`src/rtl/core_seq.sv`:
```
// Multi-cycle FETCH/DECODE/EXEC/WB sequencer: owns pc, the fetch handshake, write-back gating and redirects.
// Latency: (1 + memory wait) FETCH cycles + 3 cycles per instruction; 4 cycles with a zero-wait memory.
// Backpressure: stalls in FETCH until imem_rvalid, and traps to ERR after FETCH_TIMEOUT cycles without data.
module core_seq #(
    parameter logic [31:0] RESET_PC      = 32'h0000_0000,
    parameter int          FETCH_TIMEOUT = 16
) (
    input  logic        clk,
    input  logic        rst,
    input  logic        run,
    input  logic        halt,
    output logic        imem_req,
    output logic [31:0] imem_addr,
    input  logic        imem_rvalid,
    input  logic [31:0] imem_rdata,
    output logic [31:0] inst,
    output logic [31:0] pc,
    input  logic        branch,
    input  logic        jump,
    input  logic        reg_wen_dec,
    input  logic        alu_zero,
    input  logic [31:0] target,
    output logic        reg_wen,
    output logic        retire,
    output logic [31:0] instret,
    output logic        busy,
    output logic        err,
    output logic [1:0]  err_code
);

    typedef enum logic [2:0] {
        S_IDLE,
        S_FETCH,
        S_DECODE,
        S_EXEC,
        S_WB,
        S_ERR
    } state_t;

    state_t      state;
    state_t      state_nxt;
    logic [7:0]  tcnt;
    logic        taken;
    logic [31:0] target_q;
    logic        halt_req;

    // Redirect decision made while the decoder/ALU outputs are settled in EXEC.
    logic exec_taken;
    logic exec_misalign;
    logic tcnt_last;

    assign exec_taken    = jump | (branch & ~alu_zero);
    assign exec_misalign = exec_taken & (target[1:0] != 2'b00);
    assign tcnt_last     = (tcnt == 8'(FETCH_TIMEOUT - 1));

    // Moore outputs decoded from the state register only; write strobe gated to WB.
    assign imem_req  = (state == S_FETCH);
    assign imem_addr = pc;
    assign busy      = (state != S_IDLE);
    assign err       = (state == S_ERR);
    assign retire    = (state == S_WB);
    assign reg_wen   = (state == S_WB) & reg_wen_dec;

    // State register.
    always_ff @(posedge clk) begin
        if (rst) state <= S_IDLE;
        else     state <= state_nxt;
    end

    // Next-state logic; rvalid in the last allowed FETCH cycle beats the timeout.
    always_comb begin
        state_nxt = state;
        case (state)
            S_IDLE:   if (run) state_nxt = S_FETCH;
            S_FETCH: begin
                if (imem_rvalid)    state_nxt = S_DECODE;
                else if (tcnt_last) state_nxt = S_ERR;
            end
            S_DECODE: state_nxt = S_EXEC;
            S_EXEC:   state_nxt = exec_misalign ? S_ERR : S_WB;
            S_WB:     state_nxt = (run & ~halt_req & ~halt) ? S_FETCH : S_IDLE;
            S_ERR:    state_nxt = S_ERR;
            default:  state_nxt = S_IDLE;
        endcase
    end

    // Instruction latch, fetch timer, redirect capture, pc/instret update and error code.
    always_ff @(posedge clk) begin
        if (rst) begin
            pc       <= RESET_PC;
            inst     <= 32'h0;
            instret  <= 32'h0;
            tcnt     <= 8'h0;
            taken    <= 1'b0;
            target_q <= 32'h0;
            err_code <= 2'b00;
        end else begin
            case (state)
                S_FETCH: begin
                    if (imem_rvalid) begin
                        inst <= imem_rdata;
                        tcnt <= 8'h0;
                    end else if (tcnt_last) begin
                        err_code <= 2'b01;
                    end else begin
                        tcnt <= tcnt + 8'd1;
                    end
                end
                S_EXEC: begin
                    taken    <= exec_taken;
                    target_q <= target;
                    if (exec_misalign) err_code <= 2'b10;
                end
                S_WB: begin
                    pc      <= taken ? target_q : pc + 32'd4;
                    instret <= instret + 32'd1;
                end
                default: ;
            endcase
        end
    end

    // Stop request: latched outside IDLE, consumed at WB, dropped once idle.
    always_ff @(posedge clk) begin
        if (rst)                  halt_req <= 1'b0;
        else if (state == S_IDLE) halt_req <= 1'b0;
        else if (halt)            halt_req <= 1'b1;
    end

endmodule

```
`config.mk`:
```
export PLATFORM = sky130hd
export DESIGN_NAME = core_seq
export DESIGN_NICKNAME = d
export VERILOG_FILES = /design/src/rtl/core_seq.sv
export SDC_FILE = /design/constraint.sdc
export NUM_CORES = 1
export LEC_CHECK = 0
export BUFFER_PORTS_ARGS = -buffer_cell sky130_fd_sc_hd__buf_2
export CAP_MARGIN = 20
export CORE_AREA = 4 4 114 116
export CTS_BUF_LIST = sky130_fd_sc_hd__clkbuf_8
export DETAILED_ROUTE_END_ITERATION = 10
export DIE_AREA = 0 0 118 120
export GPL_TIMING_DRIVEN = 0
export PLACE_DENSITY = 0.88
export REMOVE_ABC_BUFFERS = 1
export SETUP_SLACK_MARGIN = 0.4
export SYNTH_ARGS = -nofsm -noshare
export SYNTH_HDL_FRONTEND = slang
export SYNTH_SLANG_ARGS = --single-unit
```
`constraint.sdc`:
```
create_clock -name clk -period 6.94 [get_ports clk]
set_clock_uncertainty 0.05 [all_clocks]
set_input_delay 0.347 -clock clk [delete_from_list [all_inputs] [get_ports clk]]
set_output_delay 0.347 -clock clk [all_outputs]
set_load 0.05 [all_outputs]
```
# After elaboration in Yosys (flattened, before gate mapping)

Cells that the tools add are included.
Widths: inputs -> output; s select.

Bitwise logic cells: 9
Mux-type cells: 13
$lt $le $gt $ge: 0
Shift operators: 0
Add/sub/neg operators: 3
Divide/modulo/power cells: 0
Multiply operators: 0
Reductions and logical operators: 9
Eq/ne operators: 12

Operators with widths:

| operator              | number |
|---|---|
| $add 32x1->32 const B | 1 |
| $add 32x3->32 const B | 1 |
| $mux 32               | 1 |
| $pmux 3 s6            | 1 |
| $mux 8                | 2 |
| $mux 3                | 3 |
| $add 8x1->8 const B   | 1 |
| $eq 8x4->1 const B    | 1 |
| $ne 2x2->1 const B    | 4 |
| $eq 3x2->1 const B    | 2 |
| $eq 3x3->1 const B    | 2 |
| $mux 2                | 3 |
| $reduce_and 2->1      | 3 |
| $and 1x1->1           | 5 |
| $pmux 2 s2            | 1 |
| $reduce_and 4->1      | 1 |
| $reduce_bool 2->1     | 2 |
| $eq 3x1->1 const B    | 1 |
| $logic_not 3->1       | 1 |
| $ne 3x1->1 const B    | 1 |
| $not 1->1             | 3 |
| $reduce_bool 3->1     | 1 |
| $mux 1                | 2 |
| $ne 2x1->1 const B    | 1 |
| 2 further kinds       | 2 |

RAM bits: 0
Memories: 0
Bits of input ports: 73
Output and inout port bits: 135
Memory bits (read-only): 0
Bits in latches: 0
Register bits after elaboration: 143
Logic and storage cells: 55

# Longest topological paths before layout

Gate-level depths: netlist of run 1.

Depth in word-level cells: 6
Mapped depth: 9
Depth with buffers taken out: 5

# Least setup slack after synthesis of run 1

Ideal clock, no wire load.

Path kind: reg2out
Start point: register state[2]
End point: output port reg_wen
Cell stages (with the launch flop): 6
Arrival time: 2209 ps
Path slack: 4334 ps
Required time: 6543 ps
Path buffers: 2
Path through: dfxtp_1 -> or3b_1 -> clkbuf_1 -> inv_1 -> buf_1 -> and2_1

Cells in the longest elaborated chain, start to end: 2

Ends and longest elaborated chain:

| what                   | line | source |
|---|---|---|
| from (decl)            | 40   | `state_t state;` |
| from (signal assigned) | 67   | `else state <= state_nxt;` |
| $eq 3x3->1             | --   |  |
| named net retire       | 24   | `output logic retire,` |
| $and 1x1->1            | 62   | `assign reg_wen = (state == S_WB) & reg_wen_dec;` |
| to (decl)              | 23   | `output logic reg_wen,` |

The timed path passes the listed nets, and every way through them passes these cells.

# Worst setup path in the final report of run 1

Start point: register state[2]
End point: output port reg_wen

Cells in the longest elaborated chain, start to end: 2

Ends and longest elaborated chain:

| what        | line |
|---|---|
| $eq 3x3->1  | 62 |
| $and 1x1->1 | 62 |

Every way passes these cells.

==> flow_summary.json, run 1 <==
{
  "outcome": "completed",
  "grt_usage_pct": 24.4,
  "die_w_um": 118,
  "ys.warnings.count": 0,
  "hold_start": "imem_rdata[20]",
  "die_h_um": 120,
  "row_count": 40,
  "setup_viol": 0,
  "p_int_w": 0.00124,
  "grt_antenna_before_repair": 0,
  "cts_sinks": 143,
  "critPathKind": "reg -> out",
  "yosysSeqAreaShare_pct": 41.6,
  "num_vias": 6751,
  "dpl.hpwl_um": 12200,
  "cap_violations": 0,
  "path_buf_inv": 2,
  "clk_path_buf_depth": 2,
  "synth-edff-count": 0,
  "final_layout_size_suffix_gt1_share_pct": 26.2,
  "share_comb_of_total_power_pct": 20.9,
  "slew_headroom_pct": 35.1,
  "wl_per_cell_um": 15.2,
  "clkSlewWorstSetupHoldPaths_ps": 90,
  "grt_overflow": 0,
  "drt_wl_total_um": 17900,
  "worstPathRequired_ps": 6540,
  "diodes": 0,
  "place_area_um2": 7790,
  "crit_path_start": "state[2]",
  "grt_max_degree": 86,
  "timing.fmax_mhz": 311,
  "hold_path_class": "in -> reg",
  "switching_share_pct": 35.6,
  "period_needed_ps": 3210,
  "cts_tree": "done",
  "gp_congestion": 0.833,
  "fin_setup_tns_ps": 0,
  "cts_root_buf": "clkbuf_8",
  "via_per_inst": 5.74,
  "finalPower_w": 0.00192,
  "cts_made_buffers": 17,
  "syn_to_final_growth_pct": 19.1,
  "h-tree-depth": 4,
  "drt-initial-drc-count": 595,
  "synth-async-reset-ratio_pct": 0,
  "critPathMaxStageDelay_ps": 700,
  "port_buffers": 207,
  "ant_nets": 0,
  "crit_family": "buffers and inverters",
  "switching_power_w": 0.000686,
  "cp-end-kind": "output port",
  "dieArea_um2": 14200,
  "cp_cell_sequence": "or3b_2 -> inv_1 -> and2_1 -> buf_2",
  "core_area_um2": 11900,
  "start_util_pct": 57.7,
  "worst_setup_path_start_kind": "flop",
  "synthesis.area_um2": 6880,
  "slowest_stage": "inv_1",
  "period_share_pct": 46.3,
  "slew_violations": 0,
  "ys_ff_latch": 143,
  "hold_viol": 0,
  "grt_setup_unrepaired": "false",
  "drt_first_pass_iters": 5,
  "nets": 1092,
  "grt_pass1_vias": 6173,
  "ys.flop_type": "dfxtp_1",
  "clk_latency_ps": 450,
  "p_seq_share_pct": 47.5,
  "synth.distinct_cells": 59,
  "final_area_um2": 8190,
  "cts_hold_buf": 0,
  "arrival_ps": 2810,
  "crit_path_max_fanout": 25,
  "r2r_start": "state[2]",
  "drc_errors": 0,
  "avgSynthCellArea_um2": 7.84,
  "p_leak_nw": 3.26,
  "cts_resized": 0,
  "grt_pass1_wl_um": 29200,
  "max_slew.worst_pin.slew_ps": 964,
  "io_pins": 208,
  "cts_setup_buffers": 0,
  "synth_cells": 877,
  "irDropWorstVdd_uv": 186,
  "clock_power_share_pct": 31.6,
  "powerDensity_nw_per_um2": 235
}
-- power groups by stage --
stage | sequential (W) | clock, W | combinational [W]
after global placement | 0.000929 | 0 | 0.000384
after CTS | 0.000911 | 0.000620 | 0.000399
final | 0.000914 | 0.000609 | 0.000402
after global routing | 0.000922 | 0.000655 | 0.000427
after floorplan | 0.00110 | 0 | 0.000104
after detailed placement | 0.000931 | 0 | 0.000398
-- per-stage QoR --
| step | utilization [%] | worst slack (ps) | hold WS [ps] | std cells |
|---|---|---|---|---|
| 2_1_floorplan | - | 3530 | 366 | 782 |
| 3_3_place_gp | 63.9 | 1500 | 388 | 1136 |
| 3_5_place_dp | 65.4 | 4170 | 393 | 1143 |
| 4_1_cts | 68.5 | 3740 | 46.4 | 1175 |
| 5_1_grt | 68.7 | 3590 | 45.7 | 1176 |
| 6_report | 68.7 | 3730 | 69.2 | 1176 |
-- cells by family (layout without fill, tap and decap cells) --
logic type | count (synthesis) | count (layout) | share of synthesized area (%)
flip-flops | 143 | 143 | 41.6
multiplexers | 20 | 20 | 3.17
AND/OR/NAND/NOR | 394 | 394 | 28.0
XOR/XNOR | 12 | 12 | 1.53
AO/OA/AOI/OAI | 190 | 190 | 16.9
buffers and inverters | 115 | 267 | 8.21
adder cells (fa/ha/maj) | 3 | 3 | 0.546
-- sequential cells by signal, summed over array words and instances (netlist names) --
signal,cells
err_code,2
halt_req,1
imem_addr,32
inst,32
instret,32
state,3
taken,1
target_q,32
tcnt,8
-- placed cells by master, fill, tap and decap left out, types with 4 or more instances in the layout --
cell type / instances
buf_2: 206
nand2_1: 167
dfxtp_1: 143
a21oi_1: 97
nor2_1: 49
nand4_1: 27
nor3_1: 26
nand3_1: 24
nor4_1: 20
a22oi_1: 20
inv_1: 19
o21ai_0: 19
clkbuf_8: 19
nor2b_1: 17
or3_1: 17
mux2_2: 14
a31oi_1: 12
and4_1: 9
xnor2_1: 9
and3_1: 8
or4_1: 7
a211oi_1: 7
mux2i_1: 6
a311o_1: 6
inv_6: 5
buf_16: 5
nor3b_1: 4
and2_1: 4
o311ai_0: 4
clkinv_4: 4
-- worst min-delay path, delay by kind of cell --
| family | cells | cell delay, ps |
|---|---|---|
| AND/OR/NAND/NOR | 1 | 40 |
| AO/OA/AOI/OAI | 1 | 50 |
| buffers and inverters | 1 | 90 |
-- layout make-up --
| cell class | count | area [um2] |
|---|---|---|
| Clock buffer | 19 | 262 |
| Multi-Input combinational cell | 619 | 3470 |
| Sequential cell | 143 | 2860 |
| Clock inverter | 13 | 104 |
| Timing Repair Buffer | 215 | 1230 |
| Tap cell | 147 | 184 |
| Fill cell | 987 | 3720 |
| Inverter | 20 | 75.1 |
-- cell usage after synthesis, drive strengths merged (2+ instances only) --
cell type	instances	share of area [%]
mux2i	6	0.87
o221ai	2	0.25
or2	2	0.18
and2	4	0.36
o32ai	3	0.38
a22oi	20	2.2
o22a	2	0.25
o21ai	19	1.4
nor3b	4	0.44
and4	9	1.1
o31ai	2	0.22
and3	8	0.73
nor2	49	2.7
clkbuf	54	2.9
o22ai	3	0.27
or3	17	1.5
o31a	2	0.25
nand3	24	1.7
nor4	21	1.9
xor2	3	0.38
o211ai	3	0.33
or4	8	0.93
or3b	3	0.38
nand2	167	9.1
ha	3	0.55
o311ai	4	0.51
nand2b	2	0.18
xnor2	9	1.1
dfxtp	143	42
nor2b	17	1.5
mux2	14	2.3
a21oi	97	7.1
nor4b	2	0.25
a31oi	12	1.1
inv	19	1.0
a211oi	7	0.76
a311o	6	0.87
nor3	26	1.9
nand4	27	2.5
buf	41	4.2
-- layer usage --
metal  share of wire, %  vias up  track usage [%]
li1                   -     3372                -
met1                 43     3125             31.5
met2                 49      231             40.2
met3                6.4       23             6.27
met4                1.1        0             7.84
met5                  0        -                0
-- final timing paths --
| kind | slack (ps) | to | cells after the start |
|---|---|---|---|
| min | 70 | inst[20] | 3 |
| min reg2reg | 400 | inst[26] | 2 |
| max | 3730 | reg_wen | 4 |
| max reg2reg | 4150 | instret[30] | 4 |
Note: power is estimated with default switching activity, not from simulation.
==> inputs of run 2 (changes only) <==
Settings changed: CORE_AREA 4 4 114 116 to 4 4 125 127, DIE_AREA 0 0 118 120 to 0 0 129 131, PLACE_DENSITY 0.88 to 0.77.
Clock period 6.94 ns to 2.91 ns, I/O delays scaled along.
==> flow_summary.json, run 2 (synthesis results as in run 1) <==
{
  "critPathMaxStageDelay_ps": 650,
  "outcome": "completed",
  "die_h_um": 131,
  "wl_per_cell_um": 15.3,
  "r2r_cells": 4,
  "clkSlewWorstSetupHoldPaths_ps": 80,
  "io_pins": 208,
  "grt_util_met3_pct": 4.84,
  "grt_pass1_wl_um": 31100,
  "cts_root_buf": "clkbuf_8",
  "drc_errors": 0,
  "grt_overflow": 0,
  "ant_nets": 0,
  "slowest_stage": "or4_4",
  "clk_path_buf_depth": 2,
  "irDropWorstVdd_uv": 374,
  "nets": 1164,
  "cts_tree": "done",
  "grt_pass1_vias": 6401,
  "period_share_pct": 83.9,
  "final_common_cell": "buf_2",
  "p_leak_nw": 3.55,
  "drt_wl_total_um": 19700,
  "h-tree-depth": 4,
  "grt_util_met1_pct": 29.4,
  "grt_antenna_before_repair": 0,
  "grt.met2_usage_pct": 36.5,
  "crit_family": "simple AND/OR/NAND/NOR gates",
  "grt_setup_unrepaired": "false",
  "crit_path_max_fanout": 12,
  "fin_setup_tns_ps": 0,
  "drt-initial-drc-count": 404,
  "die_w_um": 129,
  "final_layout_size_suffix_gt1_share_pct": 25.4,
  "num_vias": 7068,
  "cap_violations": 0,
  "drt_first_pass_iters": 5,
  "diodes": 0,
  "gp_congestion": 0.815,
  "powerDensity_nw_per_um2": 533,
  "busiest_layer": "met2",
  "finish.utilization_pct": 62.2,
  "timing.fmax_mhz": 409,
  "critPathKind": "reg -> reg",
  "slew_headroom_pct": 34.9,
  "path_buf_inv": 0,
  "start_util_pct": 47.7,
  "r2r_start": "state[1]",
  "cp_cell_sequence": "or3b_4 -> or4_4 -> nor4b_1 -> mux2_2",
  "cts_made_buffers": 17,
  "layout_common_cells": "buf_2, nand2_1, dfxtp_1",
  "worstPathRequired_ps": 3190,
  "cts_sinks": 143,
  "port_buffers": 207,
  "worst_setup_path_start_kind": "flop",
  "r2r_slack_ps": 470,
  "period_needed_ps": 2440,
  "hold_end": "state[0]",
  "row_count": 44,
  "hold_path_class": "in -> reg",
  "slew_violations": 0,
  "hold_start": "run",
  "core_area_um2": 14400,
  "dieArea_um2": 16900,
  "cp-end-kind": "flop",
  "grt_usage_pct": 22.5,
  "clk_latency_ps": 450,
  "setup_viol": 0,
  "min_path_cells": 4,
  "reg2reg_to": "instret[30]",
  "arrival_ps": 2730,
  "dpl.hpwl_um": 12700,
  "via_per_inst": 5.50,
  "max_slew.worst_pin.slew_ps": 969,
  "syn_to_final_growth_pct": 30.6,
  "grt_max_degree": 92,
  "hold_viol": 0
}
==> run 2: cell types whose count changed in the layout (fill, tap and decap cells not counted), sizes merged <==
| cell | delta |
|---|---|
| buf | +5 |
| bufinv | +2 |
| clkbuf | -1 |
| clkinv | -1 |
| clkinvlp | +4 |
| dlygate4sd3 | +66 |
| inv | -4 |
==> run 2: power breakdown <==
| group | internal, W | switching (W) |
|---|---|---|
| Combinational | 0.000321 | 0.000715 |
| Clock | 0.000781 | 0.000791 |
| Sequential | 0.00204 | 0.000135 |
==> run 2: through the flow <==
stage,total power [W],hold WS [ps],setup WS (ps),area (um2),std cells
global route,0.00500,67.8,400,8980,1284
finish,0.00479,64.0,468,8980,1284
global placement,0.00314,336,-2450,7650,1173
floorplan,0.00286,165,-500,6390,782
CTS,0.00482,30.3,421,8950,1281
detailed placement,0.00317,342,60.9,7850,1180
==> run 2: tightest hold or removal path, delay by kind of cell <==
kind	cells	cell delay, ps
AOI/OAI and AO/OA	3	290
buffers and inverters	1	90
==> run 2: how the worst max path moves through the flow <==
| stage | endpoint | depth (start not counted) | slack, ps | startpoint |
|---|---|---|---|---|
| 4_1_cts | instret[30] | 4 | 420 | state[2] |
| 2_1_floorplan | imem_addr[30] | 4 | -500 | taken |
| 3_3_place_gp | imem_addr[30] | 4 | -2450 | taken |
| 6_report | instret[30] | 4 | 470 | state[1] |
| 5_1_grt | instret[30] | 4 | 400 | state[1] |
| 3_5_place_dp | imem_addr[22] | 6 | 60 | state[2] |
==> run 2: cell type report <==
cell class              instances  area, um2
repair buffers                286       1930
well taps                     184        230
inverters                      20       78.8
fillers                      1282       5450
multi-input cells             619       3470
clock buffers                  18        248
repair inverters                1       7.51
flip-flops and latches        143       2870
clock inverters                13        140
==> run 2: timing repair <==
item | CTS | global route
setup endpoints to repair | 30 | 21
hold endpoints to repair | 66 | 0
pin swaps | 0 | 2
cloned | 1 | 0
setup buffers | 3 | 3
gates resized for setup | 3 | 3
hold buffers | 66 | 0
==> run 2: per-layer routing <==
| layer | vias to the layer above | part of all wire [%] |
|---|---|---|
| li1 | 3517 | - |
| met1 | 3313 | 44 |
| met2 | 194 | 49 |
| met3 | 44 | 5.0 |
| met4 | 0 | 2.2 |
| met5 | - | 0 |
==> inputs of run 3 (changes only) <==
Settings changed: ABC_AREA from default to 1, CORE_AREA 4 4 125 127 to 4 4 122 124, DIE_AREA 0 0 129 131 to 0 0 126 128, PLACE_DENSITY 0.77 to 0.81.
Clock period 2.91 ns to 2.3 ns, I/O delays scaled along.
==> flow_summary.json, run 3 <==
{
  "ys.warnings.count": 0,
  "ant_nets": 0,
  "core_area_um2": 13800,
  "grt_pass1_vias": 7484,
  "synth_cells": 1105,
  "path_buf_inv": 2,
  "drt_wl_total_um": 22400,
  "slowest_stage": "dfxtp_4",
  "critPathKind": "reg -> out",
  "seq_area_um2": 2870,
  "crit_path_max_fanout": 6,
  "arrival_ps": 1630,
  "num_vias": 7946,
  "critPathMaxStageDelay_ps": 500,
  "synthTopCellsByArea": "dfxtp_1, nand2_1, nor2_1",
  "cts_made_buffers": 17,
  "cp_cell_sequence": "inv_1 -> nor2_1 -> buf_2",
  "ys.flop_type": "dfxtp_1",
  "clock_power_share_pct": 35.9,
  "gp_congestion": 0.902,
  "fin_setup_tns_ps": 0,
  "grt_max_degree": 56,
  "h-tree-depth": 4,
  "cts_tree": "done",
  "diodes": 0,
  "p_leak_nw": 4.18,
  "hold_viol": 0,
  "wl_per_cell_um": 14.7,
  "drc_errors": 0,
  "grt_usage_pct": 27.4,
  "p_seq_share_pct": 44.2,
  "powerDensity_nw_per_um2": 648,
  "die_h_um": 128,
  "worst_setup_path_start_kind": "flop",
  "p_int_w": 0.00413,
  "max_slew.worst_pin.slew_ps": 510,
  "irDropWorstVdd_uv": 547,
  "via_per_inst": 5.21,
  "worstPathRequired_ps": 2130,
  "nets": 1408,
  "period_share_pct": 78.1,
  "cp-end-kind": "output port",
  "synth.distinct_cells": 42,
  "yosys.cell_count.top_type": "nand2_1",
  "synthesis.area_um2": 7370,
  "dp_cells": 1419,
  "start_util_pct": 53.5,
  "share_comb_of_total_power_pct": 19.9,
  "setup_viol": 0,
  "final_layout_size_suffix_gt1_share_pct": 22.2,
  "layout_common_cells": "nand2_1, buf_2, nor2_1",
  "dieArea_um2": 16100,
  "avgSynthCellArea_um2": 6.67,
  "io_pins": 208,
  "worst_hold_slack_ps": 18.4,
  "synth_top_area_share_pct": 38.9,
  "netlist.top_cell.by_area": "dfxtp_1",
  "syn_to_final_growth_pct": 28.4,
  "row_count": 43,
  "crit_family": "flip-flops",
  "ys_ff_latch": 143,
  "outcome": "completed",
  "cts_root_buf": "clkbuf_8",
  "grt_antenna_before_repair": 0,
  "cts_sinks": 143,
  "switching_power_w": 0.00200,
  "drt-initial-drc-count": 607,
  "switching_share_pct": 32.6,
  "dpl.hpwl_um": 14300,
  "slew_headroom_pct": 65.9,
  "grt_pass1_wl_um": 36400,
  "synth-edff-count": 0,
  "timing.fmax_mhz": 557,
  "final_common_cell": "nand2_1",
  "synth-async-reset-ratio_pct": 0,
  "slew_violations": 0,
  "multiInputGateArea_um2": 3730,
  "clk_path_buf_depth": 2,
  "synthTopCellsByCount": "nand2_1, nor2_1, dfxtp_1",
  "die_w_um": 126,
  "fillers": 1206,
  "cap_violations": 0,
  "grt_setup_unrepaired": "false",
  "period_needed_ps": 1800,
  "finish.utilization_pct": 68.7,
  "hold_path_class": "in -> reg",
  "clkSlewWorstSetupHoldPaths_ps": 90,
  "clk_latency_ps": 460,
  "port_buffers": 207,
  "drt_first_pass_iters": 6,
  "yosysSeqAreaShare_pct": 38.9,
  "grt_overflow": 0,
  "finalNonFillerCells": 1525
}
[run 3: per-layer routing]
metal,part of all wire (%),global-route usage (%),vias up
li1,-,-,3987
met1,43,35.2,3588
met2,47,45.7,340
met3,8.0,6.13,31
met4,1.7,9.15,0
met5,0,0,-
[run 3: worst reg2reg max path: stages (launching register included)]
cell and delay, ps:
dfxtp_1 430, ha_1 200, nand2_1 110, nor2_4 220, nand2_2 140, nor2_2 190
nand2_1 70, nand2_1 50, nand3_1 60, nand2_1 70, a21oi_1 50
[run 3: path summary, 6_finish.rpt]
kind / cells past startpoint / startpoint / end / slack (ps)
min reg2reg: 2 / target_q[23] / target_q[23] / 400
max: 3 / state[2] / err / 500
min: 2 / rst / state[0] / 20
max reg2reg: 10 / imem_addr[2] / imem_addr[24] / 540
[run 3: layout make-up]
class                           count  share of cell area [%]
Clock buffer                       20                    2.91
Clock inverter                     12                    1.68
Inverter                          102                    4.38
Multi-Input combinational cell    788                    39.5
Sequential cell                   143                    30.3
Tap cell                          180                    2.38
Timing Repair Buffer              280                    18.9
[run 3: what timing repair did]
action / CTS / global route
pin swaps: 3 / 3
endpoints found under the setup margin: 68 / 30
hold buffers: 67 / 0
resized for setup: 12 / 8
setup buffers: 1 / 2
gates cloned: 2 / 1
hold endpoints to repair: 67 / 0
[run 3: power groups by stage]
stage               Clock [W]  Sequential, W  Combinational [W]
floorplan                   0        0.00305           0.000419
finish                0.00220        0.00271            0.00122
CTS                   0.00221        0.00269            0.00116
global route          0.00234        0.00272            0.00131
detailed placement          0        0.00274            0.00103
global placement            0        0.00274            0.00102
[run 3: per-stage QoR]
stage / worst slack, ps / total power, W / area (um2)
after global routing: 409 / 0.00637 / 9460
final: 504 / 0.00613 / 9460
after detailed placement: -222 / 0.00377 / 8220
after global placement: -859 / 0.00376 / 8180
after CTS: 406 / 0.00606 / 9390
after floorplan: -19.7 / 0.00347 / 6920
[run 3: cell families (layout without fill, tap and decap cells)]
logic type                 after synthesis  after routing  synth area share (%)
xor gates and xnor gates                 5              5                 0.594
DFF                                    143            143                  38.9
AOI/OAI and AO/OA                      201            201                  14.6
adders and majority gates                3              3                 0.510
and+or+nand+nor                        576            579                  34.1
buffers and inverters                  177            414                  11.3
